**src/rtl/imem_miss_server_pkg.sv**
```systemverilog
// imem_miss_server shared types: request bundle, queue entry, FSM state.
// Line geometry and address widths used by the miss server and its FIFO.
package imem_miss_server_pkg;

   localparam int THR_PER_CORE       = 4;
   localparam int THR_PER_CORE_WIDTH = 2;
   localparam int PHY_ADDR_WIDTH     = 32;
   localparam int ICACHE_LINE_BYTES  = 16;
   localparam int ICACHE_LINE_WIDTH  = ICACHE_LINE_BYTES * 8;
   localparam int ICACHE_OFFSET_W    = $clog2(ICACHE_LINE_BYTES);

   typedef struct packed {
      logic [PHY_ADDR_WIDTH-1:0] addr;
      logic [31:0]               data;
      logic [3:0]                be;
      logic                      we;
   } memory_request_t;

   typedef struct packed {
      logic [PHY_ADDR_WIDTH-1:0]     addr;
      logic [THR_PER_CORE_WIDTH-1:0] tid;
   } imem_q_entry_t;

   typedef enum logic [2:0] {
      S_IDLE,
      S_ISSUE,
      S_WAIT,
      S_RESP,
      S_ERR
   } imem_srv_state_t;

   function automatic logic [PHY_ADDR_WIDTH-1:0] line_align(
      input logic [PHY_ADDR_WIDTH-1:0] a
   );
      return {a[PHY_ADDR_WIDTH-1:ICACHE_OFFSET_W],
              {ICACHE_OFFSET_W{1'b0}}};
   endfunction

   // Range test widened by one bit so base+size cannot wrap.
   function automatic logic addr_illegal(
      input logic [PHY_ADDR_WIDTH-1:0] a,
      input logic [PHY_ADDR_WIDTH-1:0] base,
      input logic [PHY_ADDR_WIDTH-1:0] size
   );
      logic [PHY_ADDR_WIDTH:0] x;
      logic [PHY_ADDR_WIDTH:0] lo;
      logic [PHY_ADDR_WIDTH:0] hi;
      x  = {1'b0, a};
      lo = {1'b0, base};
      hi = lo + {1'b0, size};
      return (x < lo) || (x >= hi);
   endfunction

endpackage

```
**src/rtl/imem_req_fifo.sv**
```systemverilog
// Synchronous FIFO for pending line-miss requests.
// Power-of-two depth, wrapping pointers, push accepted when full only with a pop.
module imem_req_fifo #(
   parameter  int DEPTH = 4,
   parameter  int W     = 8,
   localparam int AW    = $clog2(DEPTH)
) (
   input  logic         clock,
   input  logic         reset,
   input  logic         i_push,
   input  logic [W-1:0] i_wdata,
   input  logic         i_pop,
   output logic [W-1:0] o_rdata,
   output logic         o_full,
   output logic         o_empty,
   output logic [AW:0]  o_count
);

   localparam logic [AW:0] FULL_CNT = DEPTH[AW:0];

   logic [W-1:0]  r_mem [DEPTH];
   logic [AW-1:0] r_wp;
   logic [AW-1:0] r_rp;
   logic [AW:0]   r_cnt;
   logic          w_wr;
   logic          w_rd;

   assign o_full  = (r_cnt == FULL_CNT);
   assign o_empty = (r_cnt == '0);
   assign o_count = r_cnt;
   assign o_rdata = r_mem[r_rp];

   assign w_rd = i_pop & ~o_empty;
   assign w_wr = i_push & (~o_full | w_rd);

   always_ff @(posedge clock) begin
      if (w_wr) begin
         r_mem[r_wp] <= i_wdata;
      end
   end

   always_ff @(posedge clock or negedge reset) begin
      if (!reset) begin
         r_wp  <= '0;
         r_rp  <= '0;
         r_cnt <= '0;
      end else begin
         if (w_wr) begin
            r_wp <= r_wp + 1'b1;
         end
         if (w_rd) begin
            r_rp <= r_rp + 1'b1;
         end
         unique case ({w_wr, w_rd})
            2'b10:   r_cnt <= r_cnt + 1'b1;
            2'b01:   r_cnt <= r_cnt - 1'b1;
            default: r_cnt <= r_cnt;
         endcase
      end
   end

endmodule

```
**src/rtl/imem_miss_server.sv**
```systemverilog
// Memory-side responder for I-cache line misses: queue, backend fetch, reply.
// Optional address range check when IMEM_BUS_ERROR_CHECK_EN is defined.
module imem_miss_server
   import imem_miss_server_pkg::*;
#(
   parameter int                        QDEPTH   = THR_PER_CORE,
   parameter logic [PHY_ADDR_WIDTH-1:0] MEM_BASE = '0,
   parameter logic [PHY_ADDR_WIDTH-1:0] MEM_SIZE = 32'h0010_0000
) (
   input  logic                          clock,
   input  logic                          reset,
   input  logic                          req_valid_miss,
   input  memory_request_t               req_info_miss,
   input  logic [THR_PER_CORE_WIDTH-1:0] req_thread_id,
   output logic                          rsp_valid_miss,
   output logic [THR_PER_CORE_WIDTH-1:0] rsp_thread_id,
   output logic [ICACHE_LINE_WIDTH-1:0]  rsp_data_miss,
   output logic                          rsp_bus_error,
   output logic                          mm_req_valid,
   output logic [PHY_ADDR_WIDTH-1:0]     mm_req_addr,
   input  logic                          mm_rsp_valid,
   input  logic [ICACHE_LINE_WIDTH-1:0]  mm_rsp_data,
   output logic                          q_overflow
);

   localparam int QW = $bits(imem_q_entry_t);
   localparam int CW = $clog2(QDEPTH) + 1;

   imem_srv_state_t r_state;

   logic [THR_PER_CORE_WIDTH-1:0] r_tid;
   logic                          r_mm_valid;
   logic [PHY_ADDR_WIDTH-1:0]     r_mm_addr;
   logic                          r_rsp_valid;
   logic [THR_PER_CORE_WIDTH-1:0] r_rsp_tid;
   logic [ICACHE_LINE_WIDTH-1:0]  r_rsp_data;
   logic                          r_rsp_err;
   logic                          r_ovf;

   imem_q_entry_t w_push_ent;
   imem_q_entry_t w_head;
   logic          w_full;
   logic          w_empty;
   logic          w_pop;
   logic [CW-1:0] w_count;
   logic          w_chk_en;
   logic          w_illegal;
   logic          w_unused_ok;

   assign w_push_ent.addr = req_info_miss.addr;
   assign w_push_ent.tid  = req_thread_id;
   assign w_pop           = (r_state == S_IDLE) & ~w_empty;

   imem_req_fifo #(
      .DEPTH (QDEPTH),
      .W     (QW)
   ) u_fifo (
      .clock   (clock),
      .reset   (reset),
      .i_push  (req_valid_miss),
      .i_wdata (w_push_ent),
      .i_pop   (w_pop),
      .o_rdata (w_head),
      .o_full  (w_full),
      .o_empty (w_empty),
      .o_count (w_count)
   );

`ifdef IMEM_BUS_ERROR_CHECK_EN
   assign w_chk_en = 1'b1;
`else
   assign w_chk_en = 1'b0;
`endif

   assign w_illegal = w_chk_en &
                      addr_illegal(w_head.addr, MEM_BASE, MEM_SIZE);

   assign w_unused_ok = ^{w_count, req_info_miss.data,
                          req_info_miss.be, req_info_miss.we};

   assign rsp_valid_miss = r_rsp_valid;
   assign rsp_thread_id  = r_rsp_tid;
   assign rsp_data_miss  = r_rsp_data;
   assign rsp_bus_error  = w_chk_en & r_rsp_err;
   assign mm_req_valid   = r_mm_valid;
   assign mm_req_addr    = r_mm_addr;
   assign q_overflow     = r_ovf;

   always_ff @(posedge clock or negedge reset) begin
      if (!reset) begin
         r_ovf <= 1'b0;
      end else if (req_valid_miss & w_full & ~w_pop) begin
         r_ovf <= 1'b1;
      end
   end

   // Strobes default low; ERR raises its reply on the way back to IDLE.
   always_ff @(posedge clock or negedge reset) begin
      if (!reset) begin
         r_state     <= S_IDLE;
         r_tid       <= '0;
         r_mm_valid  <= 1'b0;
         r_mm_addr   <= '0;
         r_rsp_valid <= 1'b0;
         r_rsp_tid   <= '0;
         r_rsp_data  <= '0;
         r_rsp_err   <= 1'b0;
      end else begin
         r_mm_valid  <= 1'b0;
         r_rsp_valid <= 1'b0;
         unique case (r_state)
            S_IDLE: begin
               if (!w_empty) begin
                  r_tid <= w_head.tid;
                  if (w_illegal) begin
                     r_state <= S_ERR;
                  end else begin
                     r_state    <= S_ISSUE;
                     r_mm_valid <= 1'b1;
                     r_mm_addr  <= line_align(w_head.addr);
                  end
               end
            end
            S_ISSUE: begin
               r_state <= S_WAIT;
            end
            S_WAIT: begin
               if (mm_rsp_valid) begin
                  r_rsp_valid <= 1'b1;
                  r_rsp_tid   <= r_tid;
                  r_rsp_data  <= mm_rsp_data;
                  r_rsp_err   <= 1'b0;
                  r_state     <= S_RESP;
               end
            end
            S_RESP: begin
               r_state <= S_IDLE;
            end
            S_ERR: begin
               r_rsp_valid <= 1'b1;
               r_rsp_tid   <= r_tid;
               r_rsp_data  <= '0;
               r_rsp_err   <= 1'b1;
               r_state     <= S_IDLE;
            end
            default: begin
               r_state <= S_IDLE;
            end
         endcase
      end
   end

endmodule
```
**config.mk**
```make
export PLATFORM = sky130hd
export DESIGN_NAME = imem_miss_server
export DESIGN_NICKNAME = d
export VERILOG_FILES = /design/src/rtl/imem_miss_server_pkg.sv /design/src/rtl/imem_req_fifo.sv /design/src/rtl/imem_miss_server.sv
export SDC_FILE = /design/constraint.sdc
export NUM_CORES = 1
export LEC_CHECK = 0
export CAP_MARGIN = 20
export CORE_MARGIN = 4
export CORE_UTILIZATION = 51
export CTS_CLUSTER_SIZE = 16
export DETAILED_ROUTE_END_ITERATION = 10
export PLACE_DENSITY = 0.95
export SYNTH_ARGS = -nofsm -noshare
export SYNTH_HDL_FRONTEND = slang
export SYNTH_HIERARCHICAL = 1
export SYNTH_SLANG_ARGS = --single-unit
export TNS_END_PERCENT = 20
```
**constraint.sdc**
```tcl
create_clock -name clock -period 5.69 [get_ports clock]
set_input_delay 0.569 -clock clock [delete_from_list [all_inputs] [get_ports clock]]
set_output_delay 0.569 -clock clock [all_outputs]
set_load 0.01 [all_outputs]
```
== After elaboration in Yosys (flattened, before gate mapping) ==
Memory sizes are Yosys's and may differ from the RTL's. A register that Yosys moved wholly into a read port is not among the register bits.
Cells that the tools add are included.
Widths: inputs -> output; s select.
Storage, ports and cells
  output and inout port bits: 166
  word-level logic and storage cells: 53
  bits in writable memories: 136
  memories: 1
  flip-flop bits (word level): 143
  bits of input ports: 203
Operators by class
  $add $sub $neg: 4
  equal/unequal tests: 8
  bitwise gates (word level): 9
  mux-type cells: 14
  reductions and logical operators: 8
Memories
  u_fifo.r_mem: depth 4, width 34, read ports 1, clocked after Yosys merged registers in 1, write ports 1, RTL line imem_req_fifo.sv:21  | logic [W-1:0] r_mem [DEPTH];
Operators by type and width (number)
  $pmux 128 s2: 1
  $mux 128: 1
  $pmux 3 s3: 1
  $eq 3x3->1 const B: 2
  $logic_not 3->1: 2
  $mux 3: 2
  $pmux 3 s2: 1
  $reduce_and 2->1: 3
  $and 1x1->1: 5
  $mux 1: 5
  $add 2x1->2 const B: 2
  $ne 2x2->1 const B: 2
  $pmux 2 s2: 1
  $reduce_bool 2->1: 2
  $add 3x1->3 const B: 1
  $eq 3x1->1 const B: 1
  $eq 3x2->1 const B: 1
  $not 1->1: 3
  $sub 3x1->3 const B: 1
  $eq 2x1->1 const B: 1
  $eq 2x2->1 const B: 1
  $mux 2: 1
  $pmux 1 s2: 1
  $logic_not 1->1: 1
  $or 1x1->1: 1

== Longest topological paths before layout ==
Gate-level depths: netlist of the first run.
  word-level depth: 8
  mapped depth: 13
  mapped depth without buffers: 11

== Hierarchy ==
Netlist of the first run, hierarchy kept.
By module, submodules not included
  imem_miss_server: times used 1, cells an instance 362, sequential area each 4129.0 um2, area an instance 6764.0 um2
  imem_req_fifo: times used 1, cells an instance 217, sequential area each 4259.1 um2, area an instance 5331.4 um2

== Least setup slack after synthesis of the first run ==
OpenSTA, ideal clock, no wires.
  kind: flip-flop to flip-flop
  start: reg r_state[0]
  end: reg u_fifo.r_cnt[2] (netlist: u_fifo/o_count[2])
  library setup time: 0.079 ns
  period minus slack after synthesis: 2.317 ns
  cell stages (with the launch flop): 14
  path buffers: 2
  data required time: 5.611 ns
  path slack: 3.373 ns
  arrival: 2.238 ns
  cell sequence: dfrtp_1 > inv_1 > ha_1 > nor2b_1 > buf_2 > buf_6 > o21a_4 > inv_1 > ha_1 > inv_1 > fa_1 > xor2_1 > nor2_1 > xor2_1
On the way
  cells in the longest elaborated chain, start to end: 7
  elaborated cells on any way between the ends: 9
  those cells by class: eq/ne: 2; mux: 1; bitwise: 4; reduce/logical: 2
RTL lines
  start, declared: RTL line imem_miss_server.sv:29  | imem_srv_state_t r_state;
  start signal, assigned: RTL line imem_miss_server.sv:100  | r_state <= S_IDLE;
  start signal, assigned: RTL line imem_miss_server.sv:116  | r_state <= S_ERR;
  start signal, assigned: RTL line imem_miss_server.sv:118  | r_state <= S_ISSUE;
  $logic_not 3->1 *: RTL line imem_miss_server.sv:52  | assign w_pop = (r_state == S_IDLE) & ~w_empty;
  $and 1x1->1 *: RTL line imem_miss_server.sv:52
  net w_pop: RTL line imem_miss_server.sv:44  | logic w_pop;
  $and 1x1->1 *: RTL line imem_req_fifo.sv:33  | assign w_rd = i_pop & ~o_empty;
  $or 1x1->1: RTL line imem_req_fifo.sv:34  | assign w_wr = i_push & (~o_full | w_rd);
  $and 1x1->1: RTL line imem_req_fifo.sv:34
  $eq 2x1->1 or $eq 2x2->1 (tied branches): RTL line imem_req_fifo.sv:54  | unique case ({w_wr, w_rd})
  $pmux 3 s2 or $reduce_bool 2->1 (tied branches)
  end signal, assigned: RTL line imem_req_fifo.sv:55  | 2'b10: r_cnt <= r_cnt + 1'b1;
  end signal, assigned: RTL line imem_req_fifo.sv:56  | 2'b01: r_cnt <= r_cnt - 1'b1;
  end signal, assigned: RTL line imem_req_fifo.sv:57  | default: r_cnt <= r_cnt;
  end, declared: RTL line imem_req_fifo.sv:24  | logic [AW:0] r_cnt;
Mark *: on every way through the listed nets, which the timed path passes. The rest lies on a longest branch.
A chain may end at the register's enable or synchronous reset.

== Worst setup path after layout of the first run ==
  start: reg r_state[1]
  end: reg u_fifo.r_cnt[2] (netlist: u_fifo/o_count[2])
On the way
  cells in the longest elaborated chain, start to end: 7
  elaborated cells on any way between the ends: 9
  those cells by class: eq/ne: 2; mux: 1; bitwise: 4; reduce/logical: 2
RTL lines
  $logic_not 3->1 *: RTL line imem_miss_server.sv:52
  $and 1x1->1 *: RTL line imem_miss_server.sv:52
  $and 1x1->1 *: RTL line imem_req_fifo.sv:33
  net u_fifo.w_rd: RTL line imem_req_fifo.sv:26  | logic w_rd;
  $or 1x1->1: RTL line imem_req_fifo.sv:34
  $and 1x1->1: RTL line imem_req_fifo.sv:34
  $eq 2x1->1 or $eq 2x2->1 (tied branches): RTL line imem_req_fifo.sv:54
  $pmux 3 s2 or $reduce_bool 2->1 (tied branches)
Marks and branches as above.

==> metrics.txt, run 1 <==
status=finished, violations left; failing checks=negative hold slack; CTS Buf Count=29; RSZ-0062 raised after global routing=no; vias in the first global route=7028; Sink Count=292; Sw Ratio=0.293; r2r startpoint=r_state[1]; Seq pwr share=0.381; Crit. End Element=flop; hold_ws=-0.0114 ns; clk_skew=0.0126 ns; Cells after Synth=559; Reg2Reg Depth=10; min Tclk post-route=2.97 ns; clock-pin slew on the worst setup and hold paths=0.06 ns; largest net degree at the start of global routing=77; worst skew pair latency=0.54 ns; critical path class=flop to flop; num rows=54; first-pass GRT wire length=42300 um; vias after detailed routing=6270; Comb pwr share=0.405; Clk pwr share=0.213; syn_area_per_cell=20.6 um2; Core ar.=22000 um2; Max-slew headroom=0.285; r2r endpoint=u_fifo/o_count[2]; Pre-antenna DRT Iters=4; initial antenna violation count=3; drt total wl=28700 um; final net count=1102; highest-delay cell along the critical path=nor2b_4; H-tree level count=1; Netlist Area Pre-Place=11500 um2; Design Area, Final=15800 um2; CP startpoint kind=flop; power density cells=581 nW/um2; critical path peak fanout=34; switching power=0.00269 W; WP data required=6.15 ns; yosys warns=6; hold_buf cts=0; Setup Fix Bufs, Post-CTS=0; Root Driver=clkbuf_16; worst slew pin tran=1.07 ns; final setup vio count=0; Die Y=158 um; Peak VDD IR=0.403 mV; type of the tightest min-delay check=primary input to async pin; drt via density=5.25; Area after DPL=14800 um2; GPL Wtd Cong=0.775; Initial DRC Count=447; crit path cell chain=inv_1 -> ha_1 -> nor2b_4 -> o31a_2 -> ha_1 -> inv_1 -> fa_1 -> xor2_1 -> nor2_1 -> xor2_1; GRT overflow=0; Max Fclk=0.337 GHz; Arrival @ worst endpoint=3.43 ns; Port Buffers=322; ANT nets after route=0; IO Pins=369; Total GRT Usage=0.223; Clock Path Buffers=3; Worst path max stage delay=0.88 ns; Final Hold Violating Endpoints=11; ratio of cells with drive above 1 in the final layout=0.271; dpl hpwl=19000 um; max-slew violation count=0; Layout area overhead=37.1%; CTS tree=built; initial core utilization=0.523; Chip Width=158 um; leading cell type in the layout, fill and taps excluded=clkdlybuf4s50_1; post-CTS sizing=0; setup TNS=0 ns; crit-path leading delay family=simple AND/OR/NAND/NOR gates; max-cap violations=0; most frequent cells in the layout=clkdlybuf4s50_1 (321), dfrtp_1 (171), edfxtp_1 (120); Remaining DRCs=0; Die Area=25100 um2; CP Buf/Inv Count=2; Leakage=6.28 nW; Reg2Reg Setup Slack=2.72 ns; P_int=0.00649 W; average wire per standard cell=24.0 um; fin crit share=0.522
## power groups by stage
stage               registers [W]  logic (W)  clock network [W]
CTS                       0.00354    0.00372            0.00200
global route              0.00359    0.00392            0.00209
finish                    0.00350    0.00372            0.00196
detailed placement        0.00354    0.00368                  0
floorplan                 0.00368    0.00183                  0
global placement          0.00349    0.00358                  0
## per-stage QoR
step	power [W]	setup WS, ns	utilization	instances
final	0.00918	2.72	0.717	1195
after detailed placement	0.00722	2.68	0.672	1139
after global routing	0.00960	2.49	0.717	1195
after global placement	0.00707	2.70	0.672	1139
after CTS	0.00927	2.66	0.716	1193
after floorplan	0.00551	3.37	-	563
## area by class of cell
type / instances / area [um2]
Clock buffer: 39 / 803
Multi-Input combinational cell: 229 / 3220
Tap cell: 280 / 350
Clock inverter: 15 / 179
Sequential cell: 292 / 7910
Timing Repair Buffer: 328 / 3280
Fill cell: 1333 / 6230
Inverter: 11 / 46.3
Antenna cell: 1 / 2.50
## sequential cells by signal, summed over array words and instances, names as in the netlist, 3 cells and up
register	cells
rsp_data_miss	128
u_fifo/r_mem	120
mm_req_addr	28
u_fifo/o_count	3
## worst register-to-register path: stages (launching register included)
cell and delay [ns]:
dfrtp_1 0.40, inv_1 0.07, ha_1 0.18, nor2b_4 0.88
o31a_2 0.35, ha_1 0.19, inv_1 0.06, fa_1 0.37
xor2_1 0.15, nor2_1 0.11, xor2_1 0.15
## worst max path at each step
stage	from	to	slack (ns)	cells past startpoint
after floorplan	r_state[0]	u_fifo/o_count[2]	3.37	13
after global placement	mm_rsp_valid	rsp_data_miss[87]	2.70	5
after detailed placement	r_state[1]	u_fifo/o_count[2]	2.68	10
after CTS	r_state[1]	u_fifo/o_count[2]	2.66	10
after global routing	r_state[0]	u_fifo/o_count[2]	2.49	10
final	r_state[1]	u_fifo/o_count[2]	2.72	10
## routing by layer
metal,GRT usage,wire [um]
met5,0,33
met4,0.0788,1040
met3,0.0663,2470
met2,0.397,15000
met1,0.257,10200
No activity file was read; power rests on OpenSTA's default activity.
==> inputs of run 2 (changes only) <==
--- a/config.mk
+++ b/config.mk
@@ -7,10 +7,10 @@
 export LEC_CHECK = 0
 export CAP_MARGIN = 20
 export CORE_MARGIN = 4
-export CORE_UTILIZATION = 51
+export CORE_UTILIZATION = 47
 export CTS_CLUSTER_SIZE = 16
 export DETAILED_ROUTE_END_ITERATION = 10
-export PLACE_DENSITY = 0.95
+export PLACE_DENSITY = 0.89
 export SYNTH_ARGS = -nofsm -noshare
 export SYNTH_HDL_FRONTEND = slang
 export SYNTH_HIERARCHICAL = 1
==> constraint.sdc (replaced) <==
create_clock -name clock -period 2.88 [get_ports clock]
set_input_delay 0.288 -clock clock [delete_from_list [all_inputs] [get_ports clock]]
set_output_delay 0.288 -clock clock [all_outputs]
set_load 0.01 [all_outputs]
==> metrics.txt, run 2 (synthesized netlist as in run 1, its figures left out) <==
ratio of cells with drive above 1 in the final layout=0.274 (was 0.271); CTS Buf Count=30 (was 29); Pre-antenna DRT Iters=4 (unchanged); drt via density=5.05 (was 5.25); most frequent cells in the layout=clkdlybuf4s50_1 (321), dfrtp_1 (171), edfxtp_1 (120) (unchanged); Max Fclk=0.423 GHz (was 0.337 GHz); H-tree level count=1 (unchanged); Sw Ratio=0.296 (was 0.293); P_int=0.0128 W (was 0.00649 W); max-slew violation count=0 (unchanged); Die Area=27100 um2 (was 25100 um2); worst slew pin tran=0.849 ns (was 1.07 ns); highest-delay cell along the critical path=dfrtp_1 (was nor2b_4); Crit. End Element=flop (unchanged); Setup Fix Bufs, Post-CTS=0 (unchanged); Max-slew headroom=0.434 (was 0.285); Layout area overhead=38.4% (was 37.1%); leading cell type in the layout, fill and taps excluded=clkdlybuf4s50_1 (unchanged); Arrival @ worst endpoint=2.83 ns (was 3.43 ns); Chip Width=165 um (was 158 um); CP startpoint kind=flop (unchanged); Seq pwr share=0.379 (was 0.381); WP data required=3.34 ns (was 6.15 ns); min Tclk post-route=2.37 ns (was 2.97 ns); max FFs per register=128 (unchanged); CP Buf/Inv Count=2 (unchanged); drt total wl=28800 um (was 28700 um); Total GRT Usage=0.206 (was 0.223); critical path peak fanout=7 (was 34); Clk pwr share=0.210 (was 0.213); final setup vio count=0 (unchanged); vias in the first global route=6833 (was 7028); crit path cell chain=nor3_1 -> nor2b_4 -> o21a_4 -> inv_1 -> ha_1 -> inv_1 -> fa_1 -> xor2_1 -> nor2_1 -> xor2_1 (was inv_1 -> ha_1 -> nor2b_4 -> o31a_2 -> ha_1 -> inv_1 -> fa_1 -> xor2_1 -> nor2_1 -> xor2_1); CTS tree=built (unchanged); Crit path depth=10 (unchanged); initial core utilization=0.475 (was 0.523); largest net degree at the start of global routing=83 (was 77); average wire per standard cell=23.1 um (was 24.0 um); final net count=1110 (was 1102); dpl hpwl=19600 um (was 19000 um); Final Hold Violating Endpoints=0 (was 11); ANT nets after route=0 (unchanged); vias after detailed routing=6302 (was 6270); crit-path leading delay family=simple AND/OR/NAND/NOR gates (unchanged); RSZ-0062 raised after global routing=no (unchanged); max-cap violations=0 (unchanged); Leakage=6.31 nW (was 6.28 nW); worst skew pair latency=0.54 ns (about the same); critical path class=flop to flop (unchanged); Initial DRC Count=336 (was 447); GPL Wtd Cong=0.755 (was 0.775); Port Buffers=322 (unchanged); status=completed (was finished, violations left); Reg2Reg Depth=10 (unchanged); Core ar.=24200 um2 (was 22000 um2); Die Y=165 um (was 158 um); power density cells=1140 nW/um2 (was 581 nW/um2); Peak VDD IR=0.765 mV (was 0.403 mV); Comb pwr share=0.411 (was 0.405); IO Pins=369 (unchanged); first-pass GRT wire length=42300 um (about the same); Root Driver=clkbuf_16 (unchanged); setup TNS=0 ns (unchanged); Sink Count=292 (unchanged); clk_skew=0.0104 ns (was 0.0126 ns); Remaining DRCs=0 (unchanged); initial antenna violation count=2 (was 3); clock-pin slew on the worst setup and hold paths=0.06 ns (about the same); fin crit share=0.821 (was 0.522); switching power=0.00536 W (was 0.00269 W); type of the tightest min-delay check=primary input to async pin (unchanged); GRT overflow=0 (unchanged); Clock Path Buffers=3 (unchanged); hold_ws=0.321 ns (was -0.0114 ns); Worst path max stage delay=0.43 ns (was 0.88 ns); ANT cells=0 (was 1); num rows=57 (was 54)
-- run 2: worst register-to-register path: stages (launching register included) --
cell     delay, ns
dfrtp_1       0.43
nor3_1        0.40
nor2b_4       0.11
o21a_4        0.26
inv_1         0.06
ha_1          0.18
inv_1         0.06
fa_1          0.37
xor2_1        0.15
nor2_1        0.11
xor2_1        0.15
-- run 2: final timing paths --
check	start	endpoint	slack, ns
setup / recovery	u_fifo/o_count[0]	u_fifo/o_count[2]	0.51
hold / removal	reset	rsp_data_miss[77]	0.32
setup reg to reg	u_fifo/o_count[0]	u_fifo/o_count[2]	0.51
hold reg to reg	q_overflow	q_overflow	0.47
max in group asynchronous	reset	rsp_data_miss[43]	1.64
min in group clock	mm_rsp_data[21]	rsp_data_miss[21]	0.36
-- run 2: power groups by stage --
| stage | clock network, W | registers, W | logic [W] |
|---|---|---|---|
| after CTS | 0.00387 | 0.00688 | 0.00755 |
| after detailed placement | 0 | 0.00693 | 0.00745 |
| after global routing | 0.00408 | 0.00707 | 0.00787 |
| after floorplan | 0 | 0.00726 | 0.00362 |
| final | 0.00380 | 0.00688 | 0.00746 |
| after global placement | 0 | 0.00679 | 0.00730 |
-- run 2: final cells by class --
type	instances	area, um2
clock buffers	36	795
clock inverters	20	181
fillers	1599	8300
inverters	11	46.3
multi-input cells	229	3220
flip-flops and latches	292	7910
well taps	324	405
repair buffers	335	3390
-- run 2: what timing repair did --
item,4_1_cts,5_1_grt
resized for setup,0,0
hold buffers,1,0
hold endpoints to repair,79,0
setup endpoints to repair,0,0
-- run 2: layer usage --
metal / vias to the layer above / track usage / share of wire
li1: 2743 / - / -
met1: 3215 / 0.249 / 0.37
met2: 269 / 0.351 / 0.50
met3: 71 / 0.0621 / 0.090
met4: 4 / 0.0760 / 0.040
met5: - / 0 / 0.00090
-- run 2: metrics by stage --
stage | std cells | cell area (um2) | util | total power, W | worst slack [ns]
after detailed placement | 1190 | 15000 | 0.617 | 0.0144 | 0.531
after global routing | 1247 | 16000 | 0.658 | 0.0190 | 0.349
after CTS | 1247 | 16000 | 0.658 | 0.0183 | 0.509
final | 1247 | 16000 | 0.658 | 0.0181 | 0.515
after global placement | 1190 | 15000 | 0.617 | 0.0141 | 0.560
after floorplan | 563 | 11500 | - | 0.0109 | 0.563
